[config.mk]
export PLATFORM = sky130hd
export DESIGN_NAME = alu_seq_param
export DESIGN_NICKNAME = d
export VERILOG_FILES = /design/src/rtl/alu_seq_pkg.sv /design/src/rtl/alu_seq_param_mul.sv /design/src/rtl/alu_seq_param.sv
export SDC_FILE = /design/constraint.sdc
export NUM_CORES = 1
export LEC_CHECK = 0
export BUFFER_PORTS_ARGS = -buffer_cell sky130_fd_sc_hd__buf_2
export CORE_MARGIN = 1
export CORE_UTILIZATION = 42
export CTS_BUF_LIST = sky130_fd_sc_hd__clkbuf_4 sky130_fd_sc_hd__clkbuf_8
export DETAILED_ROUTE_END_ITERATION = 10
export GPL_TIMING_DRIVEN = 0
export PLACE_DENSITY = 0.66
export SYNTH_ARGS = -nofsm -noshare
export SYNTH_HDL_FRONTEND = slang
export SYNTH_SLANG_ARGS = --single-unit
[constraint.sdc]
create_clock -name clk -period 9.67 [get_ports clk]
set_input_delay 1.934 -clock clk [delete_from_list [all_inputs] [get_ports clk]]
set_output_delay 1.934 -clock clk [all_outputs]
set_load 0.1 [all_outputs]
[src/rtl/alu_seq_pkg.sv]
// Shared opcode encodings and control-state encoding for the sequential ALU.
package alu_seq_pkg;

    localparam logic [3:0] OP_ADD  = 4'd0;
    localparam logic [3:0] OP_SUB  = 4'd1;
    localparam logic [3:0] OP_AND  = 4'd2;
    localparam logic [3:0] OP_OR   = 4'd3;
    localparam logic [3:0] OP_XOR  = 4'd4;
    localparam logic [3:0] OP_NOR  = 4'd5;
    localparam logic [3:0] OP_SLL  = 4'd6;
    localparam logic [3:0] OP_SRL  = 4'd7;
    localparam logic [3:0] OP_SRA  = 4'd8;
    localparam logic [3:0] OP_SLT  = 4'd9;
    localparam logic [3:0] OP_SLTU = 4'd10;
    localparam logic [3:0] OP_MUL  = 4'd11;

    typedef enum logic [1:0] {
        ST_IDLE = 2'd0,
        ST_EXEC = 2'd1,
        ST_DONE = 2'd2
    } state_t;

endpackage

[src/rtl/alu_seq_param_mul.sv]
// Iterative shift-add multiplier: one partial product per cycle, WIDTH cycles,
// o_done pulses for one cycle when o_product holds the full 2*WIDTH-bit result.
module alu_mul_iter #(
    parameter int WIDTH = 32
) (
    input  logic               clk,
    input  logic               rst,
    input  logic               i_start,
    input  logic [WIDTH-1:0]   i_a,
    input  logic [WIDTH-1:0]   i_b,
    output logic               o_busy,
    output logic               o_done,
    output logic [2*WIDTH-1:0] o_product
);

    localparam int CW = $clog2(WIDTH);

    logic [2*WIDTH-1:0] r_acc;
    logic [2*WIDTH-1:0] r_mcand;
    logic [WIDTH-1:0]   r_mplier;
    logic [CW-1:0]      r_cnt;
    logic               r_busy;
    logic               r_done;

    // Operand capture, per-cycle accumulate/shift, and completion pulse
    always_ff @(posedge clk) begin
        if (rst) begin
            r_acc    <= {(2*WIDTH){1'b0}};
            r_mcand  <= {(2*WIDTH){1'b0}};
            r_mplier <= {WIDTH{1'b0}};
            r_cnt    <= {CW{1'b0}};
            r_busy   <= 1'b0;
            r_done   <= 1'b0;
        end else begin
            r_done <= 1'b0;
            if (i_start) begin
                r_acc    <= {(2*WIDTH){1'b0}};
                r_mcand  <= {{WIDTH{1'b0}}, i_a};
                r_mplier <= i_b;
                r_cnt    <= CW'(WIDTH - 1);
                r_busy   <= 1'b1;
            end else if (r_busy) begin
                if (r_mplier[0]) begin
                    r_acc <= r_acc + r_mcand;
                end
                r_mcand  <= {r_mcand[2*WIDTH-2:0], 1'b0};
                r_mplier <= {1'b0, r_mplier[WIDTH-1:1]};
                r_cnt    <= r_cnt - CW'(1);
                if (r_cnt == {CW{1'b0}}) begin
                    r_busy <= 1'b0;
                    r_done <= 1'b1;
                end
            end
        end
    end

    assign o_busy    = r_busy;
    assign o_done    = r_done;
    assign o_product = r_acc;

endmodule

[src/rtl/alu_seq_param.sv]
// Registered ALU with valid/ready handshakes; single-cycle ops finish in one
// cycle, MUL is handed to the iterative multiplier and stalls the producer.
module alu_seq_param
    import alu_seq_pkg::*;
#(
    parameter int WIDTH = 32,
    parameter int SHW   = $clog2(WIDTH)
) (
    input  logic             clk,
    input  logic             rst,
    input  logic             in_valid,
    output logic             in_ready,
    input  logic [WIDTH-1:0] A,
    input  logic [WIDTH-1:0] B,
    input  logic [3:0]       opcode,
    input  logic             Cin,
    output logic             out_valid,
    input  logic             out_ready,
    output logic [WIDTH-1:0] F,
    output logic             Cout,
    output logic             Z,
    output logic             N,
    output logic             M
);

    state_t             r_state;
    logic               r_out_valid;
    logic [WIDTH-1:0]   r_f;
    logic               r_cout;
    logic               r_z;
    logic               r_n;
    logic               r_m;

    logic               w_accept;
    logic               w_is_mul;
    logic               w_mul_busy;
    logic               w_mul_done;
    logic [2*WIDTH-1:0] w_product;
    logic [WIDTH-1:0]   w_mul_lo;
    logic [WIDTH:0]     w_sum;
    logic [WIDTH:0]     w_diff;
    logic [SHW-1:0]     w_shamt;
    logic [WIDTH-1:0]   w_res;
    logic               w_cout;
    logic               w_ovf;

    assign in_ready = (r_state == ST_IDLE) | ((r_state == ST_DONE) & out_ready);
    assign w_accept = in_valid & in_ready;
    assign w_is_mul = (opcode == OP_MUL);
    assign w_shamt  = B[SHW-1:0];
    assign w_mul_lo = w_product[WIDTH-1:0];

    // One extra bit on both adders exposes the carry / no-borrow
    assign w_sum  = {1'b0, A} + {1'b0, B} + {{WIDTH{1'b0}}, Cin};
    assign w_diff = {1'b0, A} + {1'b0, ~B} + {{WIDTH{1'b0}}, 1'b1};

    alu_mul_iter #(.WIDTH(WIDTH)) u_mul (
        .clk       (clk),
        .rst       (rst),
        .i_start   (w_accept & w_is_mul),
        .i_a       (A),
        .i_b       (B),
        .o_busy    (w_mul_busy),
        .o_done    (w_mul_done),
        .o_product (w_product)
    );

    // Single-cycle result, carry and overflow for the presented opcode
    always_comb begin
        w_res  = {WIDTH{1'b0}};
        w_cout = 1'b0;
        w_ovf  = 1'b0;
        case (opcode)
            OP_ADD: begin
                w_res  = w_sum[WIDTH-1:0];
                w_cout = w_sum[WIDTH];
                w_ovf  = (A[WIDTH-1] == B[WIDTH-1]) & (w_sum[WIDTH-1] != A[WIDTH-1]);
            end
            OP_SUB: begin
                w_res  = w_diff[WIDTH-1:0];
                w_cout = w_diff[WIDTH];
                w_ovf  = (A[WIDTH-1] != B[WIDTH-1]) & (w_diff[WIDTH-1] != A[WIDTH-1]);
            end
            OP_AND:  w_res = A & B;
            OP_OR:   w_res = A | B;
            OP_XOR:  w_res = A ^ B;
            OP_NOR:  w_res = ~(A | B);
            OP_SLL:  w_res = A << w_shamt;
            OP_SRL:  w_res = A >> w_shamt;
            OP_SRA:  w_res = $unsigned($signed(A) >>> w_shamt);
            OP_SLT:  w_res = {{(WIDTH-1){1'b0}}, ($signed(A) < $signed(B))};
            OP_SLTU: w_res = {{(WIDTH-1){1'b0}}, (A < B)};
            default: w_res = {WIDTH{1'b0}};
        endcase
    end

    // Control FSM with registered result and flags
    always_ff @(posedge clk) begin
        if (rst) begin
            r_state     <= ST_IDLE;
            r_out_valid <= 1'b0;
            r_f         <= {WIDTH{1'b0}};
            r_cout      <= 1'b0;
            r_z         <= 1'b0;
            r_n         <= 1'b0;
            r_m         <= 1'b0;
        end else begin
            case (r_state)
                ST_IDLE, ST_DONE: begin
                    if (w_accept) begin
                        if (w_is_mul) begin
                            r_state     <= ST_EXEC;
                            r_out_valid <= 1'b0;
                        end else begin
                            r_state     <= ST_DONE;
                            r_out_valid <= 1'b1;
                            r_f         <= w_res;
                            r_cout      <= w_cout;
                            r_z         <= (w_res == {WIDTH{1'b0}});
                            r_n         <= w_res[WIDTH-1];
                            r_m         <= w_ovf;
                        end
                    end else if ((r_state == ST_DONE) && out_ready) begin
                        r_state     <= ST_IDLE;
                        r_out_valid <= 1'b0;
                    end
                end
                ST_EXEC: begin
                    if (w_mul_done) begin
                        r_state     <= ST_DONE;
                        r_out_valid <= 1'b1;
                        r_f         <= w_mul_lo;
                        r_cout      <= |w_product[2*WIDTH-1:WIDTH];
                        r_z         <= (w_mul_lo == {WIDTH{1'b0}});
                        r_n         <= w_mul_lo[WIDTH-1];
                        r_m         <= 1'b0;
                    end else if (!w_mul_busy) begin
                        // Multiplier idle without a result: recover rather than hang
                        r_state     <= ST_IDLE;
                        r_out_valid <= 1'b0;
                    end
                end
                default: begin
                    r_state     <= ST_IDLE;
                    r_out_valid <= 1'b0;
                end
            endcase
        end
    end

    assign out_valid = r_out_valid;
    assign F         = r_f;
    assign Cout      = r_cout;
    assign Z         = r_z;
    assign N         = r_n;
    assign M         = r_m;

endmodule

After elaboration in Yosys (flattened, before gate mapping)
Cells that the tools add are included.
{"block": "word_totals", "elab_cells": 119, "register_bits": 206}
{"block": "op_classes", "n_addsub": 6, "n_reduce_logical": 15, "n_shift": 3, "eq_ne": 22, "n_mux": 45, "bitwise_logic": 12, "magnitude_cmp": 2}
{"operator": "$pmux 32 s11", "count": 1}
{"operator": "$mux 32", "count": 7}
{"operator": "$add 32x32->33", "count": 2}
{"operator": "$add 64x64->64", "count": 1}
{"operator": "$logic_not 32->1", "count": 2}
{"operator": "$lt 32x32->1", "count": 2}
{"operator": "$not 32->32", "count": 2}
{"operator": "$pmux 32 s2", "count": 1}
{"operator": "$add 33x1->33", "count": 1}
{"operator": "$add 33x1->33 const B", "count": 1}
{"operator": "$and 32x32->32", "count": 1}
{"operator": "$or 32x32->32", "count": 1}
{"operator": "$reduce_or 32->1", "count": 1}
{"operator": "$shl 32x5->32", "count": 1}
{"operator": "$shr 32x5->32", "count": 1}
{"operator": "$sshr 32x5->32", "count": 1}
{"operator": "$xor 32x32->32", "count": 1}
{"operator": "$mux 1", "count": 21}
{"operator": "$eq 4x3->1 const B", "count": 4}
{"operator": "$eq 4x4->1 const B", "count": 4}
{"operator": "$pmux 1 s2", "count": 7}
{"operator": "$mux 2", "count": 5}
{"operator": "$mux 5", "count": 2}
{"operator": "$eq 4x2->1 const B", "count": 2}
{"operator": "other kinds (22)", "count": 33}

Longest topological paths before layout
{"block": "depth", "word_depth": 9, "depth_mapped": 18}

By module
A second synthesis with hierarchy kept.
{"block": "hier_totals", "cells_unflattened": 2978, "area_unflattened_um2": 22389.0}
{"mod": "alu_seq_param", "area_per_inst_um2": 12443.2, "seq_area_each_um2": 740.7, "n_inst": 1, "cells_each": 1720}
{"mod": "alu_mul_iter", "area_per_inst_um2": 9945.8, "seq_area_each_um2": 3343.2, "n_inst": 1, "cells_each": 1258}

Worst setup path before layout
OpenSTA, ideal clock, no wires.
{"block": "synth_timing", "path_kind": "input-to-reg", "from": "in B[1]", "to": "reg r_z (netlist: Z)", "cell_stages": 16, "slack_ns": 3.131, "t_arrival_ns": 6.470, "cell_sequence": "inv_1 > buf_2 > buf_2 > buf_1 > fa_1 > nand2b_4 > a2111o_1 > a311o_1 > a211oi_2 > a211oi_2 > o31a_1 > a221o_1 > a21o_1 > or4_1 > or4_1 > o21ai_1"}
{"block": "synth_between", "elab_chain_cells": 8, "word_cells_on_any_way": 19}
{"item": "from (decl)", "line_no": "alu_seq_param.sv:14", "source": "input logic [WIDTH-1:0] B,"}
{"item": "$not 32->32", "line_no": "alu_seq_param.sv:55", "source": "assign w_diff = {1'b0, A} + {1'b0, ~B} + {{WIDTH{1'b0}}, 1'b1};"}
{"item": "$add 32x32->33", "line_no": "alu_seq_param.sv:55"}
{"item": "$add 33x1->33", "line_no": "alu_seq_param.sv:55"}
{"item": "$pmux 32 s11 (*)", "line_no": "alu_seq_param.sv:73", "source": "case (opcode)"}
{"item": "$logic_not 32->1 (*)", "line_no": "alu_seq_param.sv:119", "source": "r_z <= (w_res == {WIDTH{1'b0}});"}
{"item": "$mux 1 (*)", "line_no": "alu_seq_param.sv:111", "source": "if (w_is_mul) begin"}
{"item": "$mux 1 (*)", "line_no": "alu_seq_param.sv:110", "source": "if (w_accept) begin"}
{"item": "$pmux 1 s2 (*)", "line_no": "alu_seq_param.sv:108", "source": "case (r_state)"}
{"item": "to (signal assigned)", "line_no": "alu_seq_param.sv:119"}
{"item": "to (signal assigned)", "line_no": "alu_seq_param.sv:134", "source": "r_z <= (w_mul_lo == {WIDTH{1'b0}});"}
{"item": "to (decl)", "line_no": "alu_seq_param.sv:30", "source": "logic r_z;"}
Every way passes the cells marked *; elsewhere a longest branch is shown, timed or not. The select of a mux whose other input is x is not followed.
A chain may end at the register's enable or synchronous reset.

Final worst setup path
{"block": "layout_timing", "from": "in B[3]", "to": "reg r_z (netlist: Z)"}
The elaborated chain is that of the path after synthesis.

==> impl_metrics.json <==
{
  "cts_buffer_depth": 3,
  "n_fill_cell": 5163,
  "grt_start_max_net_pins": 14,
  "max_freq_mhz": 110,
  "crit_required_ns": 10.17,
  "cts.sinks": 204,
  "drt-total-wl_mm": 110,
  "cap_violations": 1,
  "endpoint_kind": "register",
  "critPathLaunchType": "input port",
  "syn-num-nets": 3065,
  "drt_iter0_markers": 3207,
  "fin_skew_ns": 0.0552,
  "worst_ir_drop_vdd_mv": 0.127,
  "netlist_area_mm2": 0.0215,
  "drtPass1Iterations": 8,
  "fp-row-count": 82,
  "syn_inst": 2819,
  "grt_pass1_wl_mm": 160,
  "hp-class": "reg -> reg",
  "final_common_cell": "nor2_1",
  "cts_tree": "built",
  "critPathKind": "in -> reg",
  "wire_per_inst_um": 30.1,
  "ios": 111,
  "p_per_area_mw_per_mm2": 118,
  "track_usage": 0.411,
  "post-dp-hpwl_mm": 88.8,
  "drive_gt1_frac": 0.106,
  "overflow": 0,
  "hold_violations": 0,
  "relSlewSlack": 0.00152,
  "worst_pin_slew_ns": 1.46,
  "clk_latency_ns": 0.62,
  "post-place-ws_ns": 0.470,
  "nNetsFinal": 3217,
  "synthDominantCellAreaShare": 0.190,
  "layout_setup_ws_ns": 0.540,
  "ys_ff_latch": 204,
  "vias": 24700,
  "cts_max_level": 2,
  "ant_nets": 0,
  "clk_pin_slew_ns": 0.06,
  "dieHeight_um": 228,
  "numCtsBuffers": 38,
  "start_util": 0.428,
  "core_mm2": 0.0503,
  "synth_area_per_cell_um2": 7.62,
  "synth_cell_type_count": 88,
  "ctsHoldBuffers": 0,
  "yosys.area.top_type": "dfxtp_1",
  "setup_viol": 0,
  "cts_root_buf": "clkbuf_8",
  "dieArea_mm2": 0.0521,
  "status": "complete, but fails checks",
  "ys.warnings.count": 0,
  "remaining_drc_errors": 0,
  "regToRegSetupSlack_ns": 5.05,
  "place.gp.congestion": 1.07,
  "grt_setup_unrepaired": "no",
  "fin_util": 0.474,
  "die_w_um": 228,
  "worstPathMaxFanout": 11,
  "cts_resized": 0,
  "tns_ns": 0,
  "ys.flop_type": "dfxtp_1",
  "slew_violations": 0,
  "fin_crit_ns": 9.13,
  "final.period_utilization": 0.944,
  "cp.arrival_ns": 9.63,
  "area_growth_pct": 10.9,
  "routed_via_density": 6.73,
  "p_leak_nw": 9.68,
  "antenna_found_initial": 2,
  "synthTopCellsByArea": "dfxtp_1 (19%), ha_1 (9.8%), mux2i_1 (7.9%)",
  "post-cts-setup-buffer-count": 0,
  "synth-edff-count": 0,
  "violations": "capacitance limit",
  "io_buffers": 108,
  "async_reset_ff_frac": 0,
  "layout_common_cells": "nor2_1 (286), nand2_1 (268), a21oi_1 (255), dfxtp_1 (204), mux2i_1 (170)",
  "grt_pass1_vias": 23300,
  "yosysSeqAreaShare": 0.190
}
## registers in the layout (all words and copies together), names as in the netlist
register	cells
Cout	1
Z	1
u_mul.r_mcand	64
u_mul.o_busy	1
u_mul.o_product	64
r_state	2
u_mul.r_mplier	32
u_mul.r_cnt	5
M	1
F	32
u_mul.o_done	1
## power by group
part	switching (W)	internal, W
logic	0.000675	0.000265
registers	0.0000169	0.000860
clock network	0.000409	0.000587
total	0.00110	0.00171
## cell type report
class | count | area, um^2 | share of cell area
multi-input combinational | 2267 | 16000 | 0.672
sequential | 204 | 4080 | 0.171
buffer | 219 | 951 | 0.0399
tap | 672 | 841 | 0.0353
clock buffer | 62 | 772 | 0.0324
timing repair buffer | 112 | 568 | 0.0238
inverter | 129 | 484 | 0.0203
clock inverter | 8 | 124 | 0.00520
antenna | 1 | 2.50 | 0.000105
## cell families (layout without fill, tap and decap cells)
logic type	count (synthesis)	in the layout	synth area share
buffers and inverters	348	530	0.0668
xor gates and xnor gates	56	56	0.0228
muxes	234	234	0.136
DFF	204	204	0.190
and+or+nand+nor	904	904	0.197
AOI/OAI and AO/OA	900	900	0.285
other	0	1	0
adders and majority gates	173	173	0.102
## layer usage
metal  vias to the layer above  GRT usage  wire (um)
li1                      10800          -          -
met1                     12100      0.573      47900
met2                      1544      0.596      45300
met3                       286      0.122      13100
met4                         2      0.145       4280
met5                         -          0         13
## cells in the mapped netlist, types with 55 or more instances
library cell and count:
nand3_1 55, dfxtp_1 204, o21ai_0 112, inv_1 126, nor3_1 68, clkbuf_1 159, a211oi_1 109, a21o_1 57
nor2_1 286, nand2_1 268, a21oi_1 255, mux2i_1 170, ha_1 169
## worst max-delay path, cell delays in order
cell       delay, ns
buf_2           0.12
clkbuf_1        0.34
inv_2           0.35
buf_1           0.71
buf_1           0.72
ha_1            0.38
buf_6           0.14
a2111o_1        0.34
a311o_1         0.45
a21oi_2         0.40
a21oi_1         0.23
o311a_1         0.32
a2111oi_0       1.22
o21ai_0         0.64
or4_1           0.59
or4_1           0.57
o21ai_1         0.16
## metrics by stage
step,hold WS (ns),cell area [um^2],cells,total power [W]
floorplan,0.443,21500,2819,0.00145
global placement,0.443,22900,3599,0.00178
detailed placement,0.444,22900,3603,0.00179
CTS,0.457,23800,3673,0.00278
global route,0.478,23800,3673,0.00289
finish,0.459,23800,3674,0.00281
## path summary, 6_finish.rpt
check,start,endpoint,cells past startpoint
max,B[3],Z,17
min,F[20],F[20],2
max reg2reg,r_state[0],Z,11
min reg2reg,F[20],F[20],2
Power figures use the tool's default switching activity.
